**src/rtl/radix8_pkg.sv**
```systemverilog
// Shared types and helpers for the radix-8 Booth partial-product accumulator.
package radix8_pkg;

    // Controller states of the serial accumulator.
    typedef enum logic [1:0] {
        IDLE = 2'd0,
        PRE  = 2'd1,
        ACC  = 2'd2,
        DONE = 2'd3
    } state_e;

    // Bit positions inside the one-hot digit select {Ex4,Ex3,Ex2,Ex1}.
    localparam int unsigned EX1 = 0;
    localparam int unsigned EX2 = 1;
    localparam int unsigned EX3 = 2;
    localparam int unsigned EX4 = 3;

    // Number of radix-8 digits needed to cover a signed operand of this width.
    function automatic int unsigned ndig(input int unsigned width);
        return (width + 2) / 3;
    endfunction

endpackage

```
**src/rtl/radix8_pp_select.sv**
```systemverilog
// Combinational partial-product selector: picks +/-{0,A,2A,3A,4A} for one Booth digit.
module radix8_pp_select
    import radix8_pkg::*;
#(
    parameter int unsigned WIDTH = 8
) (
    input  logic [WIDTH-1:0] i_a,
    input  logic [WIDTH+1:0] i_a3,
    input  logic [3:0]       i_sel,
    input  logic             i_neg,
    output logic [WIDTH+2:0] o_mult,
    output logic             o_malformed
);

    logic [WIDTH+2:0] w_a_ext;
    logic [WIDTH+2:0] w_mag;

    // WIDTH+3 bits holds 4A for the most negative A without overflow.
    assign w_a_ext     = {{3{i_a[WIDTH-1]}}, i_a};
    // More than one select bit set: clearing the lowest set bit leaves something.
    assign o_malformed = (i_sel & (i_sel - 4'd1)) != 4'd0;

    // Magnitude selection; malformed or empty selects contribute zero.
    always_comb begin
        w_mag = '0;
        if (!o_malformed) begin
            if (i_sel[EX1]) begin
                w_mag = w_a_ext;
            end else if (i_sel[EX2]) begin
                w_mag = w_a_ext << 1;
            end else if (i_sel[EX3]) begin
                w_mag = {i_a3[WIDTH+1], i_a3};
            end else if (i_sel[EX4]) begin
                w_mag = w_a_ext << 2;
            end
        end
    end

    // Two's-complement negation; a zero magnitude stays zero.
    always_comb begin
        o_mult = i_neg ? (~w_mag + (WIDTH+3)'(1)) : w_mag;
    end

endmodule

```
**src/rtl/radix8_pp_accumulator.sv**
```systemverilog
// Serial radix-8 Booth multiplier back end: one digit per handshake, LSB group first.
module radix8_pp_accumulator
    import radix8_pkg::*;
#(
    parameter  int unsigned WIDTH = 8,
    localparam int unsigned NDIG  = ndig(WIDTH),
    localparam int unsigned PW    = 2 * WIDTH,
    localparam int unsigned CW    = $clog2(NDIG + 1)
) (
    input  logic             clk,
    input  logic             rst_n,
    input  logic             start_valid,
    output logic             start_ready,
    input  logic [WIDTH-1:0] a_in,
    input  logic             dig_valid,
    output logic             dig_ready,
    input  logic             dig_neg,
    input  logic [3:0]       dig_sel,
    output logic             out_valid,
    input  logic             out_ready,
    output logic [PW-1:0]    product,
    output logic             out_err
);

    state_e           r_state;
    state_e           w_state_nxt;
    logic [WIDTH-1:0] r_a;
    logic [WIDTH+1:0] r_a3;
    logic [PW-1:0]    r_acc;
    logic [CW-1:0]    r_cnt;
    logic             r_err;

    logic [WIDTH+1:0] w_a3;
    logic [WIDTH+2:0] w_mult;
    logic             w_malformed;
    logic [PW-1:0]    w_mult_ext;
    logic [CW+1:0]    w_shamt;
    logic [PW-1:0]    w_addend;
    logic             w_dig_fire;
    logic             w_last_dig;

    radix8_pp_select #(
        .WIDTH (WIDTH)
    ) u_select (
        .i_a         (r_a),
        .i_a3        (r_a3),
        .i_sel       (dig_sel),
        .i_neg       (dig_neg),
        .o_mult      (w_mult),
        .o_malformed (w_malformed)
    );

    assign w_a3       = {{2{r_a[WIDTH-1]}}, r_a} + {r_a[WIDTH-1], r_a, 1'b0};
    assign w_mult_ext = {{(PW - WIDTH - 3){w_mult[WIDTH+2]}}, w_mult};
    // Digit weight 8^i is a shift by 3*i.
    assign w_shamt    = {1'b0, r_cnt, 1'b0} + {2'b00, r_cnt};
    // Bits shifted past the product width are dropped, giving modulo arithmetic.
    assign w_addend   = w_mult_ext << w_shamt;
    assign w_dig_fire = (r_state == ACC) && dig_valid;
    assign w_last_dig = (r_cnt == CW'(NDIG - 1));

    // Ready/valid are decoded from state only; start_ready is also held low during reset.
    assign start_ready = rst_n && (r_state == IDLE);
    assign dig_ready   = (r_state == ACC);
    assign out_valid   = (r_state == DONE);
    assign product     = r_acc;
    assign out_err     = r_err;

    // Next-state decode for the controller.
    always_comb begin
        w_state_nxt = r_state;
        unique case (r_state)
            IDLE: if (start_valid)             w_state_nxt = PRE;
            PRE:                               w_state_nxt = ACC;
            ACC:  if (w_dig_fire && w_last_dig) w_state_nxt = DONE;
            DONE: if (out_ready)               w_state_nxt = IDLE;
            default:                           w_state_nxt = IDLE;
        endcase
    end

    // State, operand and accumulator registers.
    always_ff @(posedge clk or negedge rst_n) begin
        if (!rst_n) begin
            r_state <= IDLE;
            r_a     <= '0;
            r_a3    <= '0;
            r_acc   <= '0;
            r_cnt   <= '0;
            r_err   <= 1'b0;
        end else begin
            r_state <= w_state_nxt;
            if ((r_state == IDLE) && start_valid) begin
                r_a   <= a_in;
                r_acc <= '0;
                r_cnt <= '0;
                r_err <= 1'b0;
            end
            if (r_state == PRE) begin
                r_a3 <= w_a3;
            end
            if (w_dig_fire) begin
                r_acc <= r_acc + w_addend;
                r_cnt <= r_cnt + CW'(1);
                r_err <= r_err | w_malformed;
            end
        end
    end

endmodule

```
**config.mk**
```make
export PLATFORM = sky130hd
export DESIGN_NAME = radix8_pp_accumulator
export DESIGN_NICKNAME = d
export VERILOG_FILES = /design/src/rtl/radix8_pkg.sv /design/src/rtl/radix8_pp_select.sv /design/src/rtl/radix8_pp_accumulator.sv
export SDC_FILE = /design/constraint.sdc
export NUM_CORES = 1
export LEC_CHECK = 0
export ABC_CLOCK_PERIOD_IN_PS = 4450
export CORE_ASPECT_RATIO = 0.75
export CORE_UTILIZATION = 25
export DETAILED_ROUTE_END_ITERATION = 10
export SETUP_SLACK_MARGIN = 0.2
export SYNTH_ARGS = -nofsm -noshare
export SYNTH_HDL_FRONTEND = slang
export SYNTH_SLANG_ARGS = --single-unit
```
**constraint.sdc**
```tcl
create_clock -name clk -period 4.45 [get_ports clk]
set_input_delay 1.335 -clock clk [delete_from_list [all_inputs] [get_ports clk]]
set_output_delay 1.335 -clock clk [all_outputs]
set_load 0.02 [all_outputs]
```
# Word level (Yosys, flattened, before mapping)
# Cells that the tools add are included.
[op_classes]
n_mux = 16
bitwise = 3
n_reduce_logical = 8
n_shift = 1
add_sub_neg = 6
eq_ne = 7
[ops]
columns = ["op", "count"]
rows = [
  ["2-to-1 mux 11 bit", 6],
  ["2-to-1 mux 16 bit", 2],
  ["adder 16 bit", 1],
  ["<< shifter 16 x 4 -> 16 bit", 1],
  ["adder 11 x 1 -> 11 bit, second input constant", 1],
  ["NOT 11 bit", 1],
  ["adder 8 x 9 -> 10 bit", 1],
  ["2-to-1 mux 2 bit", 5],
  ["one-hot mux 2 bit (4 select lines)", 1],
  ["equality test 2 bit, second input constant", 3],
  ["adder 3 x 2 -> 4 bit", 1],
  ["bitwise AND 4 bit", 1],
  ["logical AND 1 bit", 4],
  ["inequality test 2 x 1 -> 1 bit, second input constant", 2],
  ["nonzero test 4 bit", 1],
  ["subtractor 4 x 1 -> 4 bit, second input constant", 1],
  ["AND reduction 3 bit", 1],
  ["adder 2 x 1 -> 2 bit, second input constant", 1],
  ["equality test 2 x 1 -> 1 bit, second input constant", 1],
  ["logical NOT 2 bit", 1],
  ["2-to-1 mux 1 bit", 2],
  ["inequality test 2 bit, second input constant", 1],
  ["nonzero test 2 bit", 1],
  ["bitwise OR 1 bit", 1],
]
[word_totals]
regBits = 39
out_inout_bits = 20
word_cells = 47

# Depth between registers and ports, before layout
# Gate-level depths: netlist of the first run.
[depth]
depth_word = 11
ltp_mapped = 25
ltp_nobuf = 23

# Hierarchy
# Synthesis of the first run repeated with hierarchy kept, for this count alone.
[hier_totals]
cells_unflattened = 414
area_unflattened_um2 = 3667.3
[by_module_without_submodules]
columns = ["mod", "cells_each", "n_inst", "area_each_um2", "seq_area_each_um2"]
rows = [
  ["radix8_pp_accumulator", 332, 1, 3045.4, 975.9],
  ["radix8_pp_select", 82, 1, 621.8, 0.0],
]

# Worst setup path after synthesis of the first run
# Ideal clock, no wire load.
[synth_timing]
path_type = "input to register"
from = "input dig_sel[2]"
to = "register r_acc[15] (netlist: product[15])"
n_path_buf = 2
required_ps = 4381
arrival_time_ps = 5748
path_stages = 21
setup_slack_ps = -1367
path_cell_list = "buf_4 -> buf_2 -> nand3b_1 -> a211oi_1 -> inv_1 -> ha_1 -> a21oi_1 -> a22oi_1 -> nand2_1 -> nor3_1 -> ha_1 -> a21o_1 -> a21o_1 -> a2111oi_2 -> o21ai_0 -> o41ai_1 -> o21a_1 -> o21ai_0 -> and4_1 -> or4_1 -> nand3_1"
[synth_via]
elab_chain_cells = 10
[synth_lines]
columns = ["item", "line_no", "text"]
rows = [
  ["start, declared", "radix8_pp_accumulator.sv:18", "input logic [3:0] dig_sel,"],
  ["subtractor 4 x 1 -> 4 bit or 2-to-1 mux 11 bit (tied branches)", "radix8_pp_select.sv:21, radix8_pp_select.sv:31", ""],
  ["bitwise AND 4 bit or 2-to-1 mux 11 bit (tied branches)", "radix8_pp_select.sv:21, radix8_pp_select.sv:29", ""],
  ["nonzero test 4 bit or 2-to-1 mux 11 bit (tied branches)", "radix8_pp_select.sv:21, radix8_pp_select.sv:27", ""],
  ["2-to-1 mux 11 bit (*)", "radix8_pp_select.sv:26", "if (!o_malformed) begin"],
  ["NOT 11 bit", "radix8_pp_select.sv:41", "o_mult = i_neg ? (~w_mag + (WIDTH+3)'(1)) : w_mag;"],
  ["adder 11 x 1 -> 11 bit", "radix8_pp_select.sv:41", ""],
  ["2-to-1 mux 11 bit (*)", "radix8_pp_select.sv:41", ""],
  ["<< shifter 16 x 4 -> 16 bit (*)", "radix8_pp_accumulator.sv:58", "assign w_addend = w_mult_ext << w_shamt;"],
  ["adder 16 bit (*)", "radix8_pp_accumulator.sv:102", "r_acc <= r_acc + w_addend;"],
  ["2-to-1 mux 16 bit (*)", "radix8_pp_accumulator.sv:101", "if (w_dig_fire) begin"],
  ["end signal, assigned", "radix8_pp_accumulator.sv:102", ""],
  ["end, declared", "radix8_pp_accumulator.sv:29", "logic [PW-1:0] r_acc;"],
]
# Every way passes the cells marked *; elsewhere a longest branch is shown, timed or not.
# A chain may end at the register's enable or synchronous reset.

# Final worst setup path of the first run
[layout_timing]
from = "input dig_sel[1]"
to = "register r_acc[15] (netlist: product[15])"
[layout_via]
elab_chain_cells = 10
[layout_lines]
columns = ["item", "line_no", "text"]
rows = [
  ["subtractor 4 x 1 -> 4 bit", "radix8_pp_select.sv:21", "assign o_malformed = (i_sel & (i_sel - 4'd1)) != 4'd0;"],
  ["bitwise AND 4 bit", "radix8_pp_select.sv:21", ""],
  ["nonzero test 4 bit", "radix8_pp_select.sv:21", ""],
  ["2-to-1 mux 11 bit (*)", "radix8_pp_select.sv:26", ""],
  ["NOT 11 bit", "radix8_pp_select.sv:41", ""],
  ["adder 11 x 1 -> 11 bit", "radix8_pp_select.sv:41", ""],
  ["2-to-1 mux 11 bit (*)", "radix8_pp_select.sv:41", ""],
  ["<< shifter 16 x 4 -> 16 bit (*)", "radix8_pp_accumulator.sv:58", ""],
  ["adder 16 bit (*)", "radix8_pp_accumulator.sv:102", ""],
  ["2-to-1 mux 16 bit (*)", "radix8_pp_accumulator.sv:101", ""],
]
# Marked as above.

==> summary.txt, run 1 <==
Status - complete, but fails checks
Violated checks - negative setup slack
Port Buffers - 37
Mean cell area of the mapped netlist - 8.68 sq um
Final wirelength - 13300 microns
Worst slew margin - 0.477
CP arrival - 5.48 ns
Die height - 111 microns
Dpl cell area - 5490 sq um
Via count - 4326
Post-synth top area share - 0.244
Largest net degree at the start of global routing - 40
Area contributors post-synth - dfrtp_1 (24%), ha_1 (9.7%), mux2_2 (6.5%)
Synth Area in Adders - 0.110
Vias in the first global route - 4411
Fill count - 1513
Hold crit path type - register to register
CP Max Fanout - 7
Synth Flop Type - dfrtp_1
VDD IR-drop max - 318 uV
Pint - 2.88 mW
Crit Path Class - input port to register
Largest family of logic cells by synthesized area - compound AO/OA/AOI/OAI gates
Clock buffer count from CTS - 5
RSZ-0062 raised after global routing - yes
DRC - 0
I/O pin cnt - 38
DR vias/cell - 5.11
DRT antenna net count - 0
Multiplexer area fraction after synthesis - 0.0981
H-Tree Level Count - 2
CP required - 4.68 ns
Clock Sinks - 39
Overall routing resource usage - 0.165
Skew final - 0.00689 ns
Layout area overhead - 63.3%
Area leader, netlist - dfrtp_1
Full die area - 16500 sq um
Max_cap viols - 0
Reg2reg setup slack - 0.02 ns
HPWL after DPL - 9450 microns
Slew @ Worst Pin - 0.785 ns
Syn Inst Count - 460
Setup TNS - -4.15 ns
CP endpoint - product[15]
Share of power burned in registers - 0.131
Post-Synth Simple-Gate Area - 0.190
Comb pwr share - 0.787
First-pass GRT wire length - 21800 microns
EDFF count, synth - 0
Drt wl/cell - 15.8 microns
CTS max path bufs - 2
Reg-to-reg critical path endpoint - product[15]
Period utilization - 1.18
Synthesized flop and latch total - 39
Setup violations, final - 9
Total gr overflow - 0
Share of layout cells above drive strength 1 - 0.463
Sequential cell area - 976 sq um
Synth Area in Compound Gates - 0.247
Clock latency on the worst-skew pair - 0.30 ns
Final Cell Area - 6520 sq um
Static Leak - 2.81 nW
R2r startpoint - r_a[0]
Critical Path Start - dig_sel[1]
Final hold vios - 0
Cell Area, Synth - 3990 sq um
CP endpoint kind - register
Final setup margin - -0.801 ns
Ant. Diodes - 0
Syn. warnings - 0
Ys async rst share - 1.00
Commonest non-fill, non-tap cell in the layout - buf_4
Hold-fix buffers, CTS - 0
Root Buffer - clkbuf_16
Sequential area share after synthesis - 0.244
XOR/XNOR share of the synthesized area - 0.0592
Multi-input logic area - 3370 sq um
Chip Width - 148 microns
Gpl congestion - 0.860
Iter 0 DRT Violations - 244
Sw Share - 0.431
Power, Total - 5.06 mW
Fmax - 190 MHz
Reg clk slew, reported paths - 0.06 ns
Number of max-slew violations in the final report - 0
Final hold slack - 0.522 ns
R2R cell count - 25
Row count - 39
Most frequent cells in the layout - buf_4 (142), dfrtp_1 (39), nand2_1 (38)
Antenna violations before repair - 0
Distinct cell type count after synthesis - 79
Tmin final - 5.25 ns
Net Sw Power - 2.18 mW
Clock group share of total power - 0.082
DRT Pass-1 Iters - 5
CTS tree - built
Starting Density - 0.259
Core Footprint - 15400 sq um
Worst Setup Start Kind - input port
PD cells - 776 nW/um^2
Syn Nets - 511
NumNets Final - 693
-- cell usage after synthesis (4+ instances only) --
cell type,instances
inv_1,22
nor3_1,11
nor4bb_1,4
mux2_2,23
o21ai_0,32
ha_1,31
and2_1,5
a31oi_1,4
nand3b_1,11
nand3_1,7
clkbuf_1,14
nand2_1,40
mux2i_1,11
a21o_1,8
xor2_1,14
nor2b_1,4
xnor2_1,13
o211ai_1,4
a21oi_1,36
dfrtp_1,39
o22ai_1,6
nor2_1,32
-- flip-flops by register name, indices dropped and copies added (netlist names) --
signal   cells
product     16
r_cnt        2
out_err      1
r_state      2
r_a          8
r_a3        10
-- power by group through the flow --
stage	clock network, mW	registers (mW)	logic (mW)
2_1_floorplan	0	0.692	1.85
3_3_place_gp	0	0.657	2.99
3_5_place_dp	0	0.661	3.05
4_1_cts	0.425	0.660	3.60
5_1_grt	0.433	0.686	4.31
6_report	0.414	0.665	3.98
-- through the flow --
stage / setup slack, ns / std cells / util
after floorplan: -0.872 / 460 / -
after global placement: -1.52 / 796 / 0.356
after detailed placement: -1.59 / 796 / 0.356
after CTS: -0.695 / 836 / 0.409
after global routing: -0.974 / 847 / 0.423
final: -0.801 / 847 / 0.423
-- how the worst min path moves through the flow --
stage | cells past startpoint | startpoint | endpoint
after floorplan | 1 | r_a3[3] | r_a3[3]
after global placement | 1 | r_a3[3] | r_a3[3]
after detailed placement | 1 | r_a3[3] | r_a3[3]
after CTS | 1 | r_a3[3] | r_a3[3]
after global routing | 1 | r_a3[4] | r_a3[4]
final | 1 | r_a3[3] | r_a3[3]
-- layout make-up --
class                           instances  share of cell area
Inverter                               24              0.0142
Tap cell                              205              0.0393
Clock buffer                            5              0.0192
Timing Repair Buffer                  198               0.256
Clock inverter                          2             0.00576
Multi-Input combinational cell        374               0.516
Sequential cell                        39               0.150
-- timing repair --
action                                 4_1_cts  5_1_grt
endpoints found under the hold margin        0        0
buffers inserted                            33       11
pin swaps                                   53       44
setup endpoints to repair                   13       12
resized for setup                          101       32
-- cells by family after synthesis --
family / after synthesis
AO/OA/AOI/OAI: 139
XOR/XNOR: 27
adder cells (fa/ha/maj): 34
buffers and inverters: 47
flip-flops: 39
multiplexers: 35
AND/OR/NAND/NOR: 139
-- routing by layer --
layer	wire (microns)	vias up	track usage
met5	0	-	0
li1	-	2072	-
met1	6370	2129	0.224
met4	215	0	0.0557
met3	519	20	0.0246
met2	6250	105	0.265
-- worst max-delay path, cell delays in order --
cell,delay (ns)
buf_6,0.11
buf_6,0.13
a21oi_2,0.13
a22oi_2,0.08
nand2_2,0.11
ha_4,0.14
or3b_4,0.43
o21ai_4,0.18
xor2_1,0.25
mux2i_2,0.13
nor2_1,0.16
a41oi_2,0.06
buf_4,0.16
buf_4,0.12
buf_4,0.12
buf_4,0.12
buf_4,0.13
buf_4,0.12
buf_6,0.11
o32ai_4,0.13
ha_1,0.22
nand2_1,0.07
o21a_1,0.19
o21ai_2,0.13
a31oi_1,0.06
or4_1,0.47
nand3_1,0.08
Power figures use the tool's default switching activity.
==> run 2: changes to the inputs <==
--- a/config.mk
+++ b/config.mk
@@ -9,7 +9,9 @@
 export CORE_ASPECT_RATIO = 0.75
 export CORE_UTILIZATION = 25
 export DETAILED_ROUTE_END_ITERATION = 10
+export GPL_TIMING_DRIVEN = 0
 export SETUP_SLACK_MARGIN = 0.2
+export SKIP_CTS_REPAIR_TIMING = 1
 export SYNTH_ARGS = -nofsm -noshare
 export SYNTH_HDL_FRONTEND = slang
 export SYNTH_SLANG_ARGS = --single-unit
==> summary.txt, run 2 (synthesized netlist as in run 1, its figures left out) <==
Clock group share of total power - 0.113
Crit Path Class - input port to register
H-Tree Level Count - 2
Dpl ws - -2.07 ns
Gpl congestion - 0.849
Overall routing resource usage - 0.141
Final setup margin - -1.28 ns
Max_cap viols - 0
DR vias/cell - 5.15
Largest net degree at the start of global routing - 35
NumNets Final - 586
Clock latency on the worst-skew pair - 0.29 ns
DRT Pass-1 Iters - 4
Antenna violations before repair - 0
Reg clk slew, reported paths - 0.06 ns
Net Sw Power - 1.92 mW
First-pass GRT wire length - 18900 microns
Worst slew margin - 0.436
HPWL after DPL - 8630 microns
VDD IR-drop max - 348 uV
Status - complete, but fails checks
Number of max-slew violations in the final report - 0
Starting Density - 0.259
CP required - 4.67 ns
Most frequent cells in the layout - dfrtp_1 (39), nand2_1 (38), buf_4 (31), clkdlybuf4s50_1 (31), nor2_1 (29)
Commonest non-fill, non-tap cell in the layout - dfrtp_1
CTS tree - built
Layout area overhead - 37.7%
CP arrival - 5.96 ns
Fmax - 174 MHz
Most frequent CP cell - o21ai_2
Worst Setup Start Kind - input port
Crit path max-delay family - simple AND/OR/NAND/NOR gates
Full die area - 16500 sq um
Clock Sinks - 39
Violated checks - negative setup slack
CP max stage delay - 0.48 ns
Sw Share - 0.456
Static Leak - 2.22 nW
Chip Width - 148 microns
I/O pin cnt - 38
Total gr overflow - 0
CP Max Fanout - 7
DRT antenna net count - 0
Clock buffer count from CTS - 5
Pint - 2.28 mW
Final cell count without fillers - 741
CP max stage cell - or4_4
Period utilization - 1.29
Root Buffer - clkbuf_16
CP endpoint kind - register
Max reg flops - 16
DRC - 0
Setup violations, final - 10
Row count - 39
Skew final - 0.00390 ns
Placed Cells - 701
Critical path buffers and inverters - 2
Slew @ Worst Pin - 0.846 ns
Tmin final - 5.73 ns
Core Footprint - 15400 sq um
Share of power burned in registers - 0.169
Ant. Diodes - 0
Vias in the first global route - 3673
Port Buffers - 35
Setup TNS - -5.71 ns
Hold crit path type - register to register
Comb pwr share - 0.718
Final wirelength - 11700 microns
PD cells - 764 nW/um^2
Drt wl/cell - 15.8 microns
Final hold vios - 0
RSZ-0062 raised after global routing - yes
Via count - 3818
Iter 0 DRT Violations - 148
Share of layout cells above drive strength 1 - 0.304
Die height - 111 microns
CTS max path bufs - 2
Cell Chain, Critical Path - buf_8 > buf_6 > maj3_2 > o22ai_4 > nand2_4 > ha_4 > or3b_4 > o31ai_4 > xnor2_2 > mux2i_1 > nor2_1 > a41oi_2 > mux2_4 > nor2_4 > ha_4 > and2_4 > o21ai_2 > o21ai_2 > o41ai_4 > o21a_1 > o21ai_2 > and4_4 > or4_4 > nand3_2
[run 2: cell count changes in the layout (fill, tap and decap cells not counted), moves of 3 or more]
cell      change
buf_4       -111
clkbuf_1     +14
buf_6         -9
a21oi_1       +5
a21oi_4       -5
nor3_1        +4
nor2_2        -3
nor3_4        -3
o21ai_0       +3
[run 2: power groups by stage]
stage               clock network (mW)  logic [mW]  registers [mW]
floorplan                            0        1.85           0.692
global placement                     0        2.38           0.702
detailed placement                   0        2.44           0.708
CTS                              0.485        2.46           0.702
global route                     0.504        3.30           0.735
finish                           0.476        3.01           0.710
[run 2: stage by stage]
stage | instance area [sq um] | hold WS [ns] | total power [mW] | utilization
6_report | 5500 | 0.505 | 4.20 | 0.357
5_1_grt | 5500 | 0.526 | 4.54 | 0.357
4_1_cts | 4940 | 0.516 | 3.65 | 0.320
3_5_place_dp | 4750 | 0.502 | 3.15 | 0.308
3_3_place_gp | 4730 | 0.488 | 3.08 | 0.307
2_1_floorplan | 4130 | 0.473 | 2.54 | -
[run 2: path summary, 6_finish.rpt]
check / startpoint / end / slack, ns / depth (start not counted)
worst max-delay path: dig_sel[1] / product[15] / -1.28 / 24
worst min-delay path: r_a3[3] / r_a3[3] / 0.51 / 1
worst max register to register: r_cnt[0] / product[15] / -0.95 / 21
worst min register to register: r_a3[3] / r_a3[3] / 0.51 / 1
max in group asynchronous: rst_n / product[9] / 3.14 / 2
min in group asynchronous: rst_n / r_a[2] / 0.88 / 1
[run 2: per-layer routing]
metal	vias up	routed length [microns]	track usage
met3	8	469	0.0168
met2	94	5360	0.221
met4	0	99	0.0309
li1	1849	-	-
met1	1867	5780	0.205
met5	-	0	0
[run 2: cell type report]
cell class                      count  area, sq um
Tap cell                          205          256
Sequential cell                    39          976
Inverter                           24         95.1
Clock inverter                      3         67.6
Multi-Input combinational cell    374         3220
Buffer                             23          146
Clock buffer                        5          125
Fill cell                        1540         9920
Timing Repair Buffer               68          608
